### src/rtl/serial_add_sub_pkg.sv
// Shared types and constants for the serial adder/subtractor.
// Optional feature macro: SERIAL_ADD_SUB_OVF_EN (signed-overflow tracking).
package serial_add_sub_pkg;

  localparam int STATE_W = 2;

  typedef enum logic [STATE_W-1:0] {
    IDLE = 2'd0,
    RUN  = 2'd1,
    DONE = 2'd2
  } stateT;

  // Width of the slice index; a single-slice build still needs one bit.
  function automatic int idxWidth(input int numSlices);
    return (numSlices > 1) ? $clog2(numSlices) : 1;
  endfunction

endpackage

### src/rtl/serial_add_sub_if.sv
// Operand/result bundle between the datapath operand registers and the
// serial adder/subtractor. The master issues operations, the slave runs them.
interface serial_add_sub_if #(
  parameter int WIDTH = 16
);

  logic             Start;
  logic             Sub;
  logic [WIDTH-1:0] A;
  logic [WIDTH-1:0] B;
  logic             Cin;
  logic [WIDTH-1:0] S;
  logic             Cout;
  logic             Ovf;
  logic             Busy;
  logic             Done;

  modport master (
    output Start, Sub, A, B, Cin,
    input  S, Cout, Ovf, Busy, Done
  );

  modport slave (
    input  Start, Sub, A, B, Cin,
    output S, Cout, Ovf, Busy, Done
  );

endinterface

### src/rtl/serial_add_sub_adder_slice.sv
// Combinational SLICE-bit ripple of full-adder cells.
// With SERIAL_ADD_SUB_OVF_EN defined it also exports the carry into its top
// bit, which the parent uses to form signed overflow on the last slice.
module adder_slice #(
  parameter int SLICE = 4
) (
  input  logic [SLICE-1:0] a,
  input  logic [SLICE-1:0] b,
  input  logic             cIn,
  output logic [SLICE-1:0] sum,
  output logic             cOut
`ifdef SERIAL_ADD_SUB_OVF_EN
  ,
  output logic             cTop
`endif
);

  logic [SLICE:0] carry;

  // Ripple the carry through SLICE full-adder cells.
  always_comb begin
    // NOTE: every variable written here gets a default first, so no path
    // through the block leaves it unassigned and no latch is inferred.
    sum   = '0;
    carry = '0;
    carry[0] = cIn;
    for (int i = 0; i < SLICE; i++) begin
      sum[i]       = a[i] ^ b[i] ^ carry[i];
      carry[i + 1] = (a[i] & b[i]) | (carry[i] & (a[i] ^ b[i]));
    end
  end

  assign cOut = carry[SLICE];

`ifdef SERIAL_ADD_SUB_OVF_EN
  assign cTop = carry[SLICE-1];
`endif

endmodule

### src/rtl/serial_add_sub.sv
// Multi-cycle adder/subtractor: WIDTH-bit operands processed SLICE bits per
// clock with the carry held in a register between slices.
// Optional feature macro: SERIAL_ADD_SUB_OVF_EN -- when defined, the carry
// into the MSB is tracked and Ovf reports signed overflow; otherwise Ovf is 0.
module serial_add_sub
  import serial_add_sub_pkg::*;
#(
  parameter int WIDTH = 16,
  parameter int SLICE = 4
) (
  input logic             Clk,
  input logic             Rst,
  serial_add_sub_if.slave bus
);

  localparam int N     = WIDTH / SLICE;
  localparam int IDX_W = idxWidth(N);

  stateT            state;
  logic [WIDTH-1:0] aReg;
  logic [WIDTH-1:0] bReg;
  logic [WIDTH-1:0] sumReg;
  logic [WIDTH-1:0] nextSum;
  logic             carry;
  logic [IDX_W-1:0] idx;

  logic [SLICE-1:0] aSlice;
  logic [SLICE-1:0] bSlice;
  logic [SLICE-1:0] sliceSum;
  logic             sliceCout;
`ifdef SERIAL_ADD_SUB_OVF_EN
  logic             sliceCtop;
`endif

  logic accept;
  logic lastSlice;

  // A new operation is taken whenever the block is not running.
  assign accept    = bus.Start && (state != RUN);
  assign lastSlice = (state == RUN) && (idx == IDX_W'(N - 1));

  // Select the current slice and merge its sum into the partial result.
  always_comb begin
    aSlice  = aReg[int'(idx) * SLICE +: SLICE];
    bSlice  = bReg[int'(idx) * SLICE +: SLICE];
    nextSum = sumReg;
    nextSum[int'(idx) * SLICE +: SLICE] = sliceSum;
  end

  adder_slice #(
    .SLICE (SLICE)
  ) sliceAdder (
    .a    (aSlice),
    .b    (bSlice),
    .cIn  (carry),
    .sum  (sliceSum),
    .cOut (sliceCout)
`ifdef SERIAL_ADD_SUB_OVF_EN
    ,
    .cTop (sliceCtop)
`endif
  );

  // Control FSM with registered Busy/Done handshake outputs.
  always_ff @(posedge Clk) begin
    // NOTE: sequential state uses non-blocking assignments so every register
    // samples pre-edge values regardless of statement order.
    if (Rst) begin
      state    <= IDLE;
      bus.Busy <= 1'b0;
      bus.Done <= 1'b0;
    end else begin
      bus.Done <= 1'b0;
      case (state)
        IDLE: begin
          if (accept) begin
            state    <= RUN;
            bus.Busy <= 1'b1;
          end
        end
        RUN: begin
          if (lastSlice) begin
            state    <= DONE;
            bus.Busy <= 1'b0;
            bus.Done <= 1'b1;
          end
        end
        DONE: begin
          if (accept) begin
            state    <= RUN;
            bus.Busy <= 1'b1;
          end else begin
            state <= IDLE;
          end
        end
        default: begin
          state    <= IDLE;
          bus.Busy <= 1'b0;
        end
      endcase
    end
  end

  // Operand capture, slice-by-slice accumulation and result registers.
  always_ff @(posedge Clk) begin
    // NOTE: the operand and partial-sum registers are cleared by reset too,
    // so an aborted operation leaves nothing behind.
    if (Rst) begin
      aReg     <= '0;
      bReg     <= '0;
      sumReg   <= '0;
      carry    <= 1'b0;
      idx      <= '0;
      bus.S    <= '0;
      bus.Cout <= 1'b0;
    end else if (accept) begin
      aReg   <= bus.A;
      // Subtraction is A + ~B + 1: invert B here and seed the carry with 1.
      bReg   <= bus.Sub ? ~bus.B : bus.B;
      carry  <= bus.Sub | bus.Cin;
      sumReg <= '0;
      idx    <= '0;
    end else if (state == RUN) begin
      sumReg <= nextSum;
      carry  <= sliceCout;
      if (lastSlice) begin
        bus.S    <= nextSum;
        bus.Cout <= sliceCout;
      end else begin
        idx <= idx + IDX_W'(1);
      end
    end
  end

`ifdef SERIAL_ADD_SUB_OVF_EN
  // Signed overflow: carry into the MSB disagrees with carry out of it.
  always_ff @(posedge Clk) begin
    if (Rst) begin
      bus.Ovf <= 1'b0;
    end else if (lastSlice) begin
      bus.Ovf <= sliceCtop ^ sliceCout;
    end
  end
`else
  assign bus.Ovf = 1'b0;
`endif

endmodule
### src/flat_wrapper.sv
// flat-port wrapper written by rule: the top's interface ports become plain ports
module serial_add_sub_flat import serial_add_sub_pkg::*;
#(
  parameter int WIDTH = 16,
  parameter int SLICE = 4
)
  (Clk, Rst, bus_Start, bus_Sub, bus_A, bus_B, bus_Cin, bus_S, bus_Cout, bus_Ovf, bus_Busy, bus_Done);
  serial_add_sub_if #(.WIDTH(WIDTH)) bus_i ();
  input logic Clk;
  input logic Rst;
  input wire logic [$bits(bus_i.Start)-1:0] bus_Start;
  input wire logic [$bits(bus_i.Sub)-1:0] bus_Sub;
  input wire logic [$bits(bus_i.A)-1:0] bus_A;
  input wire logic [$bits(bus_i.B)-1:0] bus_B;
  input wire logic [$bits(bus_i.Cin)-1:0] bus_Cin;
  output wire logic [$bits(bus_i.S)-1:0] bus_S;
  output wire logic [$bits(bus_i.Cout)-1:0] bus_Cout;
  output wire logic [$bits(bus_i.Ovf)-1:0] bus_Ovf;
  output wire logic [$bits(bus_i.Busy)-1:0] bus_Busy;
  output wire logic [$bits(bus_i.Done)-1:0] bus_Done;
  assign bus_i.Start = bus_Start;
  assign bus_i.Sub = bus_Sub;
  assign bus_i.A = bus_A;
  assign bus_i.B = bus_B;
  assign bus_i.Cin = bus_Cin;
  assign bus_S = bus_i.S;
  assign bus_Cout = bus_i.Cout;
  assign bus_Ovf = bus_i.Ovf;
  assign bus_Busy = bus_i.Busy;
  assign bus_Done = bus_i.Done;
  serial_add_sub #(.WIDTH(WIDTH), .SLICE(SLICE)) u_core (.Clk(Clk), .Rst(Rst), .bus(bus_i));
endmodule
### config.mk
export PLATFORM = sky130hd
export DESIGN_NAME = serial_add_sub_flat
export DESIGN_NICKNAME = d
export VERILOG_FILES = /design/src/rtl/serial_add_sub_pkg.sv /design/src/rtl/serial_add_sub_if.sv /design/src/rtl/serial_add_sub_adder_slice.sv /design/src/rtl/serial_add_sub.sv /design/src/flat_wrapper.sv
export SDC_FILE = /design/constraint.sdc
export NUM_CORES = 1
export LEC_CHECK = 0
export BUFFER_PORTS_ARGS = -buffer_cell sky130_fd_sc_hd__buf_2
export CORE_ASPECT_RATIO = 0.6
export CORE_UTILIZATION = 45
export DETAILED_ROUTE_END_ITERATION = 7
export PLACE_DENSITY = 0.66
export SLEW_MARGIN = 5
export SYNTH_ARGS = -nofsm -noshare
export SYNTH_HDL_FRONTEND = slang
export SYNTH_HIERARCHICAL = 1
export SYNTH_SLANG_ARGS = --single-unit
### constraint.sdc
create_clock -name Clk -period 4.05 [get_ports Clk]
set_clock_uncertainty 0.1 [all_clocks]
set_input_delay 0.6075 -clock Clk [delete_from_list [all_inputs] [get_ports Clk]]
set_output_delay 0.6075 -clock Clk [all_outputs]
set_load 0.005 [all_outputs]
# --- After elaboration in Yosys (flattened, before gate mapping) ---
# Index checks and enable logic that the tools add are counted.
classes:
  n_addsub: 2
  n_mul: 0
  div: 0
  order_cmp: 0
  eq_ne: 7
  shifts: 4
  muxes: 12
  bitwise: 25
  reduce_logical: 11
ops:
  columns: ["op", "count"]
  rows:
  - ["$neg A4 Y33", 1]
  - ["$shift A4 B33 Y16 const A", 1]
  - ["$shiftx A4 B33 Y16", 1]
  - ["$shiftx A16 B5 Y4", 2]
  - ["$bwmux W16", 1]
  - ["$mux W16", 1]
  - ["$not A16 Y16", 1]
  - ["$and A1 B1 Y1", 8]
  - ["$ne A2 B1 Y1 const B", 4]
  - ["$xor A1 B1 Y1", 8]
  - ["$mux W1", 6]
  - ["$pmux W2 S3", 1]
  - ["$reduce_and A2 Y1", 3]
  - ["$reduce_or A2 Y1", 3]
  - ["$or A1 B1 Y1", 5]
  - ["$eq A2 B2 Y1 const B", 2]
  - ["$mux W2", 2]
  - ["$not A1 Y1", 3]
  - ["$reduce_and A3 Y1", 1]
  - ["$add A2 B1 Y2 const B", 1]
  - ["$eq A2 B1 Y1 const B", 1]
  - ["$logic_and A1 B1 Y1", 2]
  - ["$logic_not A2 Y1", 1]
  - ["$pmux W1 S2", 1]
  - ["$reduce_bool A2 Y1", 1]
totals:
  reg_bits: 72
  latchBits: 0
  ramBits: 0
  mem_bits_ro: 0
  input_bits: 37
  output_inout_bits: 20
  wordCells: 71
  mem_count: 0

# --- Longest topological paths before layout ---
logic_depth:
  depth_word: 12
  depth_mapped: 14
  ltp_nobuf: 12

# --- Cells and area by module ---
# The synthesis kept the hierarchy.
by_module_without_submodules:
  columns: ["module", "n_inst", "cells_each", "area_per_inst_um2", "seq_area_each_um2"]
  rows:
  - ["serial_add_sub", 1, 349, 3324.4, 1441.4]
  - ["adder_slice", 1, 14, 117.6, 0.0]

# --- Least setup slack after synthesis ---
# OpenSTA, ideal clock, no wires.
synth_timing:
  kind: "reg2reg"
  startpoint: "reg u_core.idx[0]"
  endpoint: "reg u_core.bus.S[15]"
  setup_ns: 0.078
  t_arrival_ns: 3.374
  required_time_ns: 3.872
  slack_ns: 0.498
  path_stages_with_launch: 15
  n_path_buf: 2
  period_less_slack_ns: 3.552
  cell_sequence: "dfxtp_1 buf_4 buf_4 mux4_2 fa_1 inv_1 fa_1 inv_1 fa_1 inv_1 fa_1 inv_1 nor3b_1 a221oi_1 nor3_1"
synth_between:
  elab_chain_cells: 11
  elab_cells_between_ends: 26
  classes_between: "add/sub (1); eq/ne (1); shift (4); mux (1); bitwise (17); reduce/logical (2)"
synth_rtl:
  columns: ["item", "line", "text"]
  rows:
  - ["start: declaration", "serial_add_sub.sv:25", "logic [IDX_W-1:0] idx;"]
  - ["start signal: assignment", "serial_add_sub.sv:130", "idx <= idx + IDX_W'(1);"]
  - ["$shiftx A16 B5 Y4 *", "serial_add_sub.sv:44", "aSlice = aReg[int'(idx) * SLICE +: SLICE];"]
  - ["named net u_core.aSlice[0]", "serial_add_sub.sv:27", "logic [SLICE-1:0] aSlice;"]
  - ["$xor A1 B1 Y1", "serial_add_sub_adder_slice.sv:29", "carry[i + 1] = (a[i] & b[i]) | (carry[i] & (a[i] ^ b[i]));"]
  - ["$and A1 B1 Y1", "serial_add_sub_adder_slice.sv:29", null]
  - ["$or A1 B1 Y1 *", "serial_add_sub_adder_slice.sv:29", null]
  - ["$and A1 B1 Y1 *", "serial_add_sub_adder_slice.sv:29", null]
  - ["$or A1 B1 Y1 *", "serial_add_sub_adder_slice.sv:29", null]
  - ["$and A1 B1 Y1 *", "serial_add_sub_adder_slice.sv:29", null]
  - ["$or A1 B1 Y1 *", "serial_add_sub_adder_slice.sv:29", null]
  - ["$xor A1 B1 Y1 *", "serial_add_sub_adder_slice.sv:28", "sum[i] = a[i] ^ b[i] ^ carry[i];"]
  - ["named net u_core.sliceSum[3]", "serial_add_sub.sv:29", "logic [SLICE-1:0] sliceSum;"]
  - ["$shiftx A4 B33 Y16 *", "serial_add_sub.sv:47", "nextSum[int'(idx) * SLICE +: SLICE] = sliceSum;"]
  - ["$bwmux W16 *", "serial_add_sub.sv:47", null]
  - ["end signal: assignment", "serial_add_sub.sv:127", "bus.S <= nextSum;"]
  - ["end: declaration", "serial_add_sub_if.sv:25", "output S, Cout, Ovf, Busy, Done"]
# The timed path passes the listed nets; every way through them passes the cells marked *.
# A chain may end at the register's enable or synchronous reset.

# --- Final worst setup path ---
layout_timing:
  startpoint: "reg u_core.idx[0]"
  endpoint: "reg u_core.bus.S[7]"
layout_between:
  elab_chain_cells: 11
  elab_cells_between_ends: 26
  classes_between: "add/sub (1); eq/ne (1); shift (4); mux (1); bitwise (17); reduce/logical (2)"
layout_rtl:
  columns: ["item", "line", "text"]
  rows:
  - ["$shiftx A16 B5 Y4 *", "serial_add_sub.sv:45", "bSlice = bReg[int'(idx) * SLICE +: SLICE];"]
  - ["named net u_core.bSlice[0]", "serial_add_sub.sv:28", "logic [SLICE-1:0] bSlice;"]
  - ["$xor A1 B1 Y1", "serial_add_sub_adder_slice.sv:29", null]
  - ["$and A1 B1 Y1", "serial_add_sub_adder_slice.sv:29", null]
  - ["$or A1 B1 Y1 *", "serial_add_sub_adder_slice.sv:29", null]
  - ["$and A1 B1 Y1 *", "serial_add_sub_adder_slice.sv:29", null]
  - ["$or A1 B1 Y1 *", "serial_add_sub_adder_slice.sv:29", null]
  - ["$and A1 B1 Y1 *", "serial_add_sub_adder_slice.sv:29", null]
  - ["$or A1 B1 Y1 *", "serial_add_sub_adder_slice.sv:29", null]
  - ["$xor A1 B1 Y1 *", "serial_add_sub_adder_slice.sv:28", null]
  - ["named net u_core.sliceSum[3]", "serial_add_sub.sv:29", null]
  - ["$shiftx A4 B33 Y16 *", "serial_add_sub.sv:47", null]
  - ["$bwmux W16 *", "serial_add_sub.sv:47", null]
# Marked as above.

==> impl_results.md <==
* DR iter-0 viols at 249
* DP HPWL at 5520 um
* CP max-delay cell: fa_1
* Share of layout cells above drive strength 1 at 22.1%
* End point of the critical path: u_core/bus.S[7]$_SDFFE_PP0P_
* Hold bufs inserted after CTS at 0
* Period utilisation layout at 89.6%
* Vias in the first global route at 2,723
* Max transition margin at 38.7%
* CP Buf/Inv Count at 5
* Largest net degree at the start of global routing at 39
* Area leader, netlist: dfxtp_1
* Unrepaired setup endpoints after global routing: false
* CP Launch Point: u_core/idx[0]$_SDFFE_PP0P_
* GRT Total Usage at 22.7%
* Seq/Total Area, Yosys at 41.9%
* Ys async rst share at 0%
* DRT Pass-1 Iters at 5
* Initial antenna violation count at 0
* Post-DRT Antenna Nets at 0
* Num CTS Buffers at 9
* Critical path capture point type: flop
* Crit path kind: reg2reg
* Worst path top cell family by delay: adder cells
* Ys Warns at 6
* First-pass GRT wire length at 13,800 um
* CTS tree: yes
* Setup WS pre-CTS at 0.439 ns
* Gr ovfl total at 0
* Post-synth top cells: dfxtp_1 (72), a21oi_1 (39), nor2_1 (28)
* Post-CTS sizing at 0
* Endpoints failing setup at 0
* Prevailing post-synth register cell: dfxtp_1
* DRC at 0
* Post-CTS setup buffer count at 0
* Syn nets at 410
* Type of origin of the critical path: flop
* Worst skew pair latency at 0.33 ns
* Post-Syn Area at 0.00344 mm^2
* Run status: finished clean
* H-Tree Depth at 3
* Vias post-DR at 2,846
* Crit path cell chain: buf_4 > mux4_2 > fa_1 > inv_1 > fa_1 > inv_1 > fa_1 > inv_1 > fa_1 > inv_1 > nor3b_1 > a221oi_1 > nor3_1
* Port Buf Inserts at 55
* Worst Path Required at 4.20 ns
* Count leader, synth: dfxtp_1
* Area delta synth->final at 14.9%
* Worst setup margin at 0.423 ns
* Number of diodes at 0
* CP peak stage delay at 0.42 ns
* Clock transition at path regs at 0.05 ns
* Initial Util at 47.0%
* Max-slew violation count at 0
* Max frequency at 276 MHz
* Worst min path class: reg2reg
* NumNets Final at 447
* Crit path DAT at 3.78 ns
* R2R Path End: u_core/bus.S[7]$_SDFFE_PP0P_
* GPL Wtd Cong at 0.801
* Drt wl/cell at 15.9 um
* Hold Violations, Final at 0
* Number of max-cap violations at 0
* Die Y at 69.7 um
* Top-area cell type share of the netlist area at 41.9%
* Worst R2R Start: u_core/idx[0]$_SDFFE_PP0P_
* Number of synthesized flops with an enable pin at 0
* Peak supply drop at 0.219 mV
* Leakage at 1.56 nW
* Synthesized flop and latch total at 72
* CP Depth at 13
* Die Area at 0.00801 mm^2
* CTS Root Cell: clkbuf_16
* Core box area at 0.00733 mm^2
* Rows at 24
* CTS max path bufs at 2
* Total wire length at 8070 um
* Syn Area/Cell at 9.48 um^2
* Critical path fanouts, max at 19
* Synth top area cells: dfxtp_1 (42%), a21oi_1 (5.7%), mux4_2 (5.2%), xnor2_1 (4.3%), a221oi_1 (4.1%)
* Worst R2R Setup Slack at 0.42 ns
* Clk sinks at 72
* Power per cell area at 431 mW/mm^2
* Clock period minus worst slack at 3.63 ns
* I/O pins at 57
* Worst slew pin tran at 0.919 ns
* Syn Inst Count at 363
* Synth cell types at 44
* Setup_tns at 0 ns
* Die Wd at 115 um
* Worst Reg2Reg Path Length in Cells at 13
* Vias per cell at 5.61
kinds of logic after synthesis:
| logic type | Yosys count | synth area share [%] |
|---|---|---|
| compound gates | 106 | 20.4 |
| xor+xnor | 17 | 4.33 |
| fa+ha+maj | 10 | 4.51 |
| buf+inv | 52 | 7.85 |
| flops | 72 | 41.9 |
| mux | 8 | 5.23 |
| other cells | 1 | 0.109 |
| simple gates | 97 | 15.7 |
worst min-delay path by stage:
stage	startpoint	end	slack [ns]	cells past startpoint
floorplan	u_core/sumReg[13]$_SDFFE_PP0P_	u_core/sumReg[13]$_SDFFE_PP0P_	0.33	2
global route	u_core/sumReg[11]$_SDFFE_PP0P_	u_core/sumReg[11]$_SDFFE_PP0P_	0.39	1
CTS	u_core/sumReg[6]$_SDFFE_PP0P_	u_core/sumReg[6]$_SDFFE_PP0P_	0.35	2
detailed placement	u_core/sumReg[6]$_SDFFE_PP0P_	u_core/sumReg[6]$_SDFFE_PP0P_	0.35	2
global placement	u_core/sumReg[6]$_SDFFE_PP0P_	u_core/sumReg[6]$_SDFFE_PP0P_	0.34	2
finish	u_core/sumReg[6]$_SDFFE_PP0P_	u_core/sumReg[6]$_SDFFE_PP0P_	0.36	2
metrics by stage:
stage / cell area, um^2 / util [%] / instances / power [W] / hold slack (ns)
6_report: 3960 / 54.0 / 507 / 0.00171 / 0.355
5_1_grt: 3960 / 54.0 / 507 / 0.00178 / 0.391
4_1_cts: 3960 / 54.0 / 507 / 0.00172 / 0.354
3_5_place_dp: 3680 / 50.3 / 493 / 0.000989 / 0.346
3_3_place_gp: 3680 / 50.3 / 493 / 0.000984 / 0.344
2_1_floorplan: 3440 / - / 363 / 0.000932 / 0.328
power breakdown:
| part | internal [W] | switching (W) | total [W] |
|---|---|---|---|
| Combinational | 0.0000866 | 0.000133 | 0.000220 |
| Sequential | 0.000739 | 0.0000183 | 0.000757 |
| Clock | 0.000458 | 0.000272 | 0.000730 |
| Total | 0.00128 | 0.000423 | 0.00171 |
worst reg2reg max path: stages, from the launching register on:
cell	delay, ns
dfxtp_1	0.35
buf_4	0.28
mux4_2	0.37
fa_1	0.42
inv_1	0.08
fa_1	0.15
inv_1	0.05
fa_1	0.35
inv_1	0.07
fa_1	0.40
inv_1	0.18
nor3b_1	0.42
a221oi_1	0.15
nor3_1	0.19
cell type report:
| cell class | count | area, um^2 |
|---|---|---|
| clock buffer | 14 | 274 |
| fill | 709 | 3370 |
| inverter | 18 | 67.6 |
| multi-input combinational | 239 | 1730 |
| sequential | 72 | 1440 |
| tap | 104 | 130 |
| timing repair buffer | 60 | 313 |
registers in the layout, summed over array words and instances (netlist names):
signal and count:
u_core/bus.Done 1, u_core/bus.Busy 1, u_core/sumReg 16, u_core/carry 1, u_core/bus.S 16, u_core/state 2
u_core/aReg 16, u_core/idx 2, u_core/bus.Cout 1, u_core/bReg 16
routing by layer:
| layer | track usage, % | part of all wire (%) |
|---|---|---|
| met4 | 9.38 | 1.1 |
| met5 | 0 | 0 |
| met3 | 8.83 | 7.7 |
| met1 | 32.8 | 51 |
| met2 | 29.8 | 40 |
cell usage in the layout (no fill, tap or decap), drive strengths merged, types with 5 or more instances in the layout:
master / instances
nor3: 16
o21ai: 18
inv: 18
dfxtp: 72
nand2: 8
a21oi: 40
xnor2: 17
a211oi: 17
a221oi: 16
a32oi: 8
mux4: 8
and3b: 5
buf: 60
nand3: 16
nor2: 30
clkbuf: 14
ha: 6
Note: power is estimated with default switching activity, not from simulation.
